`config.mk`:
```
export PLATFORM = sky130hd
export DESIGN_NAME = imem_loader
export DESIGN_NICKNAME = d
export VERILOG_FILES = /design/src/rtl/imem_loader.sv
export SDC_FILE = /design/constraint.sdc
export NUM_CORES = 1
export LEC_CHECK = 0
export CORE_AREA = 2 2 121 123
export DETAILED_ROUTE_END_ITERATION = 10
export DIE_AREA = 0 0 123 125
export PLACE_DENSITY = 0.75
export SYNTH_ARGS = -nofsm -noshare
export SYNTH_HDL_FRONTEND = slang
export SYNTH_SLANG_ARGS = --single-unit
export TNS_END_PERCENT = 1
```
`constraint.sdc`:
```
create_clock -name clk -period 2.4 [get_ports clk]
set_input_delay 0.6 -clock clk [delete_from_list [all_inputs] [get_ports clk]]
set_output_delay 0.6 -clock clk [all_outputs]
set_load 0.02 [all_outputs]
```
`src/rtl/imem_loader.sv`:
```
`default_nettype none
// +----------------------------------------------------------------------------+
// | imem_loader : boot-time byte-stream loader for the instruction memory       |
// | Rev 1.0                                                                    |
// +----------------------------------------------------------------------------+
module imem_loader #(
  parameter int ADDR_WIDTH = 14,
  parameter int BASE_WORD  = 0,
  parameter int MAX_WORDS  = 16384
) (
  input  logic                  clk,
  input  logic                  rst,
  input  logic                  start,
  input  logic                  byte_valid,
  input  logic [7:0]            byte_data,
  output logic                  byte_ready,
  output logic                  mem_we,
  output logic [ADDR_WIDTH-1:0] mem_waddr,
  output logic [31:0]           mem_wdata,
  output logic                  core_hold,
  output logic                  done,
  output logic                  err,
  output logic [31:0]           word_count
);

  typedef enum logic [2:0] {
    S_IDLE = 3'd0,
    S_LEN  = 3'd1,
    S_DATA = 3'd2,
    S_CHK  = 3'd3,
    S_DONE = 3'd4,
    S_ERR  = 3'd5
  } state_t;

  localparam logic [31:0] c_base_word = 32'(BASE_WORD);
  localparam logic [31:0] c_max_words = 32'(MAX_WORDS);

  state_t                r_state;
  logic [1:0]            r_bcnt;
  logic [31:0]           r_shift;
  logic [31:0]           r_len;
  logic [31:0]           r_wcnt;
  logic [7:0]            r_csum;
  logic                  r_ready;
  logic                  r_we;
  logic [ADDR_WIDTH-1:0] r_waddr;
  logic [31:0]           r_wdata;
  logic                  r_hold;
  logic                  r_done;
  logic                  r_err;

  logic                  w_xfer;
  logic                  w_start;
  logic [31:0]           w_word;

  assign w_xfer  = byte_valid & r_ready;
  assign w_start = start & ((r_state == S_IDLE) | (r_state == S_DONE) | (r_state == S_ERR));
  // Little-endian assembly: each new byte enters at the top and shifts down.
  assign w_word  = {byte_data, r_shift[31:8]};

  always_ff @(posedge clk) begin
    if (!rst) begin
      r_state <= S_IDLE;
      r_bcnt  <= 2'd0;
      r_shift <= 32'd0;
      r_len   <= 32'd0;
      r_wcnt  <= 32'd0;
      r_csum  <= 8'd0;
      r_ready <= 1'b0;
      r_we    <= 1'b0;
      r_waddr <= '0;
      r_wdata <= 32'd0;
      r_hold  <= 1'b1;
      r_done  <= 1'b0;
      r_err   <= 1'b0;
    end else begin
      r_we <= 1'b0;
      if (w_start) begin
        r_state <= S_LEN;
        r_bcnt  <= 2'd0;
        r_shift <= 32'd0;
        r_len   <= 32'd0;
        r_wcnt  <= 32'd0;
        r_csum  <= 8'd0;
        r_ready <= 1'b1;
        r_hold  <= 1'b1;
        r_done  <= 1'b0;
        r_err   <= 1'b0;
      end else begin
        case (r_state)
          S_LEN: begin
            if (w_xfer) begin
              r_shift <= w_word;
              r_bcnt  <= r_bcnt + 2'd1;
              if (r_bcnt == 2'd3) begin
                r_len <= w_word;
                if (w_word > c_max_words) begin
                  r_state <= S_ERR;
                  r_ready <= 1'b0;
                  r_err   <= 1'b1;
                end else if (w_word == 32'd0) begin
                  r_state <= S_CHK;
                end else begin
                  r_state <= S_DATA;
                end
              end
            end
          end
          S_DATA: begin
            if (w_xfer) begin
              r_shift <= w_word;
              r_csum  <= r_csum ^ byte_data;
              r_bcnt  <= r_bcnt + 2'd1;
              if (r_bcnt == 2'd3) begin
                r_we    <= 1'b1;
                r_waddr <= ADDR_WIDTH'(c_base_word + r_wcnt);
                r_wdata <= w_word;
                r_wcnt  <= r_wcnt + 32'd1;
                if (r_wcnt + 32'd1 == r_len) r_state <= S_CHK;
              end
            end
          end
          S_CHK: begin
            if (w_xfer) begin
              r_ready <= 1'b0;
              if (byte_data == r_csum) begin
                r_state <= S_DONE;
                r_hold  <= 1'b0;
                r_done  <= 1'b1;
              end else begin
                r_state <= S_ERR;
                r_err   <= 1'b1;
              end
            end
          end
          default: ;
        endcase
      end
    end
  end

  assign byte_ready = r_ready;
  assign mem_we     = r_we;
  assign mem_waddr  = r_waddr;
  assign mem_wdata  = r_wdata;
  // Hold must be back on the very cycle a reload is requested from DONE.
  assign core_hold  = r_hold | (start & (r_state == S_DONE));
  assign done       = r_done;
  assign err        = r_err;
  assign word_count = r_wcnt;

endmodule
`default_nettype wire
```
* Yosys cells after proc, flatten, opt, wreduce, memory -nomap -nowiden
Index checks and enable logic that the tools add are counted.
Widths: inputs -> output; s select.
** Storage, ports and cells
- Register bits :: 160
- Input port bits :: 12
- Output and inout bits :: 83
** Cells by class
- Add/subtract/negate cells :: 2
- $lt $le $gt $ge :: 1
- Equal/unequal tests :: 23
- Mux-type cells :: 24
- Bitwise operators :: 11
- Reduce and logical (&&, ||, !) cells :: 19
** Operators with widths (count)
- $add 32x1->32 const B :: 1
- $eq 32x32->1 :: 1
- $gt 32x15->1 const B :: 1
- $logic_not 32->1 :: 1
- $mux 3 :: 7
- $ne 3x3->1 const B :: 7
- $ne 2x2->1 const B :: 8
- $mux 1 :: 14
- $reduce_and 7->1 :: 2
- $pmux 3 s3 :: 1
- $reduce_and 3->1 :: 3
- $eq 8x8->1 :: 1
- $xor 8x8->8 :: 1
- $eq 3x2->1 const B :: 2
- $eq 3x3->1 const B :: 2
- $reduce_and 6->1 :: 1
- $reduce_bool 3->1 :: 2
- $reduce_and 5->1 :: 1
- $not 1->1 :: 4
- $pmux 1 s2 :: 2
- $reduce_and 2->1 :: 2
- $reduce_and 4->1 :: 1
- $reduce_bool 4->1 :: 1
- $reduce_or 2->1 :: 2
- 8 further kinds :: 12

* Depth between registers and ports, before layout
Gate-level depths: netlist of the first run.
- Depth in word-level cells :: 7
- Depth in mapped cells :: 10

* Least setup slack after synthesis of the first run
OpenSTA, ideal clock, no wires.
- Kind :: register to register
- Start point :: register r_wcnt[1], in the netlist word_count[1]
- End point :: register r_state[0]
- Arrival time :: 2.590 ns
- Required time :: 2.277 ns
- Slack :: -0.312 ns
- Cell stages (with the launch flop) :: 11
- Path buffers :: 1
- Cell sequence :: dfxtp_1 ha_1 buf_2 nand2_2 or3_1 or3_1 o211a_1 or3_1 o21ai_1 a31oi_1 mux2i_1
** On the way
- Cells in the longest elaborated chain, start to end :: 4
** RTL lines
- start, declared :: line 42 : logic [31:0] r_wcnt;
- start signal, assigned :: line 118 : r_wcnt <= r_wcnt + 32'd1;
- $add 32x1->32 :: line 119 : if (r_wcnt + 32'd1 == r_len) r_state <= S_CHK;
- $eq 32x32->1 :: line 119
- $ne 3x3->1 (no source line)
- $reduce_and 7->1 (no source line)
- end signal, assigned :: line 119
- end signal, assigned :: line 127 : r_state <= S_DONE;
- end signal, assigned :: line 131 : r_state <= S_ERR;
- end, declared :: line 38 : state_t r_state;
Every way passes these cells.
A chain may end at the register's enable or synchronous reset.

* Final worst setup path of the first run
- Start point :: register r_wcnt[5], in the netlist word_count[5]
- End point :: register r_state[0]
Same word-level chain as after synthesis.

==> impl_metrics.ini, run 1 <==
[clocking]
clock_path_buffers = 2
numCtsBuffers = 17
cts-root-buf = clkbuf_16
cts_sinks = 152
ctsHoldBuffers = 0
worstSkewPairLatency_ns = 0.43
path_clk_slew_ns = 0.06
cts_htree_levels = 4
cts_tree = built

[setup_path]
critPathRequiredTime_ns = 2.75
worstPathArrival_ns = 2.76
critPathMaxStageDelay_ns = 0.44
start_kind = flip-flop
crit_type = reg2reg
crit_family = simple AND/OR/NAND/NOR gates
endpoint_kind = flip-flop
path_buf_inv = 0
critPathSlowestCell = or3_4
cp_max_fo = 7
path_cells = nand4_4, or3_4, or3_4, o211a_1, or3_1, o21ai_2, a31oi_1, mux2i_1
path_common_cell = or3_4

[die]
dieHeight_um = 125
start_util_pct = 48.70
pin_count = 95
core_area_um2 = 14200
die_area_um2 = 15380
chipWidth_um = 123
rows = 44

[synth]
async_reset_ff_share_pct = 0
synth-seq-cells = 152
synth_edf_count = 0
ys.warnings.count = 0
yosysTopAreaCell = dfxtp_1
synth_nets = 890
syn_inst = 876
syn_area_per_cell_um2 = 7.896
syn_area_um2 = 6917
synth_top_area_share_pct = 43.99
ys_seq_area_share_pct = 43.99
synthTopCellsByArea = dfxtp_1 (44%), nand2_1 (14%), a21oi_1 (5.6%)
ys.flop_type = dfxtp_1
yosysUniqueCellTypes = 53

[pwr]
p_comb_share_pct = 3.3
p_leak_nw = 3.324
seqPwrFrac_pct = 47.2
swShare_pct = 22.42
vdd.ir_drop.worst_mv = 0.3556
clkPwrFrac_pct = 49.4
internal_power_mw = 4.164
power_density_nw_per_um2 = 571.1
power_switching_mw = 1.203

[layout]
area_delta_synth_final_pct = 35.89
final_area_um2 = 9399
final_nets = 1056
diodes = 0
drive_above_1_share_pct = 16.49

[sta]
timing.final.crit_share_pct = 100.7
setup_tns_ns = -0.01602
setup_violations = 1
rsz0062_at_grt = yes
slew_violations = 0
finalHoldViolCount = 0
fmax_mhz = 413.9
relSlewSlack_pct = 73.82
setup_ws_ns = -0.01602
fin_crit_ns = 2.416
worst_pin_slew_ns = 0.3885
fin_skew_ns = 0.007105

[detailed_routing]
routed_wl_mm = 18.92
drcViolationCount = 0
antenna_left = 0
viasPerCell = 5.323
vias = 6595
first_pass_iters = 5
first_iter_violations = 536
wl_per_cell_um = 15.27

[global_route]
antenna_found_initial = 0
grt_pass1_wl_mm = 30.79
grt_remaining_overflow = 0
grt_pass1_vias = 6175
grt_max_degree = 42
grt_usage_pct = 25.19

[hold_path]
min_path_type = reg2reg

[place]
place_congestion = 0.8849
dpl_cell_area_um2 = 8766
dp_hpwl_mm = 13.64
dp_slack_ns = -0.2503
port_buffers = 94

[status]
violations = negative setup slack
status = finished with violations

[flow_run]
maxCapViolCount = 0
## placed cells by master (no fill, tap or decap), types with 12 or more instances in the layout
| cell type | instances |
|---|---|
| nand2_1 | 249 |
| dfxtp_1 | 142 |
| buf_4 | 103 |
| clkdlybuf4s50_1 | 93 |
| a21oi_1 | 78 |
| nor2_1 | 56 |
| a21boi_0 | 46 |
| xnor2_1 | 43 |
| xor2_1 | 41 |
| nand3_1 | 20 |
| clkbuf_16 | 17 |
| o21ai_0 | 13 |
| nor4_1 | 12 |
## metrics by stage
step | power [mW] | std cells | hold slack (ns) | utilization (%)
CTS | 5.397 | 1237 | 0.4456 | 66.01
detailed placement | 2.765 | 1205 | 0.4373 | 61.72
finish | 5.367 | 1239 | 0.4453 | 66.17
global route | 5.544 | 1239 | 0.4809 | 66.17
floorplan | 2.671 | 876 | 0.4276 | -
global placement | 2.766 | 1205 | 0.4466 | 61.72
## timing repair
action	CTS	global route
resized for setup	6	2
setup buffers	0	2
pin swaps	0	4
setup endpoints to repair	2	1
## flip-flops by register name, summed over array words and instances, names as in the netlist, 2 cells and up
| name | cells |
|---|---|
| r_bcnt | 2 |
| mem_waddr | 14 |
| r_state | 3 |
| r_len | 32 |
| r_csum | 8 |
| mem_wdata | 32 |
| r_shift | 24 |
| word_count | 32 |
## power by group through the flow
stage | logic (mW) | clock network, mW | registers (mW)
after floorplan | 0.0829 | 0 | 2.59
after global placement | 0.176 | 0 | 2.59
after detailed placement | 0.176 | 0 | 2.59
after CTS | 0.177 | 2.69 | 2.53
after global routing | 0.190 | 2.82 | 2.53
final | 0.179 | 2.65 | 2.53
## layout make-up
type / count / area, um^2
Fill cell: 1213 / 4805
Clock inverter: 13 / 140.1
Timing Repair Buffer: 202 / 1813
Sequential cell: 152 / 3060
Inverter: 5 / 18.77
Multi-Input combinational cell: 664 / 3694
Clock buffer: 19 / 442.9
Tap cell: 184 / 230.2
## path summary, 6_finish.rpt
path / startpoint / to / slack [ns] / depth (start not counted)
worst max register to register: word_count[5] / r_state[0] / -0.02 / 8
worst min register to register: done / done / 0.45 / 2
worst min-delay path: done / done / 0.45 / 2
worst max-delay path: word_count[5] / r_state[0] / -0.02 / 8
## routing by layer
| layer | wire length, um | track usage (%) | share of wire [%] |
|---|---|---|---|
| met5 | 0 | 0 | 0 |
| met4 | 417 | 9.358 | 2.2 |
| met3 | 1035 | 4.973 | 5.5 |
| met2 | 8680 | 38.84 | 46 |
| met1 | 8788 | 34.90 | 46 |
## cells in the mapped netlist (5+ instances only)
cell type / number
nand2_1: 251
dfxtp_1: 152
a21oi_1: 78
nor2_1: 56
a21boi_0: 46
xnor2_1: 43
clkbuf_1: 41
xor2_1: 41
nand3_1: 21
nor4_1: 14
o21ai_0: 13
or3_1: 11
nand4_1: 9
nor3_1: 9
buf_2: 8
a31oi_1: 7
and3_1: 7
nor2b_1: 7
inv_1: 5
## kinds of logic after synthesis
group	synth area share, %
buf+inv	3.618
fa+ha+maj	0.5065
xor+xnor	10.64
mux	0.2894
simple gates	26.56
flops	43.99
compound gates	14.40
## worst reg2reg max path: stages, from the launching register on
cell     delay (ns)
dfxtp_1        0.39
nand4_4        0.16
or3_4          0.45
or3_4          0.38
o211a_1        0.21
or3_1          0.36
o21ai_2        0.09
a31oi_1        0.12
mux2i_1        0.20
(Power assumes the default switching activity.)
==> run 2, diff against run 1 <==
--- a/config.mk
+++ b/config.mk
@@ -6,6 +6,7 @@
 export NUM_CORES = 1
 export LEC_CHECK = 0
 export CORE_AREA = 2 2 121 123
+export CTS_CLUSTER_SIZE = 14
 export DETAILED_ROUTE_END_ITERATION = 10
 export DIE_AREA = 0 0 123 125
 export PLACE_DENSITY = 0.75
==> results of run 2 <==
Same layout as run 1: the final DEF is identical, and so are final timing and power.
==> run 3, diff against run 2 <==
--- a/config.mk
+++ b/config.mk
@@ -5,6 +5,7 @@
 export SDC_FILE = /design/constraint.sdc
 export NUM_CORES = 1
 export LEC_CHECK = 0
+export ABC_CLOCK_PERIOD_IN_PS = 2400
 export CORE_AREA = 2 2 121 123
 export CTS_CLUSTER_SIZE = 14
 export DETAILED_ROUTE_END_ITERATION = 10
==> results of run 3 <==
Same layout as run 1: the final DEF is identical, and so are final timing and power.
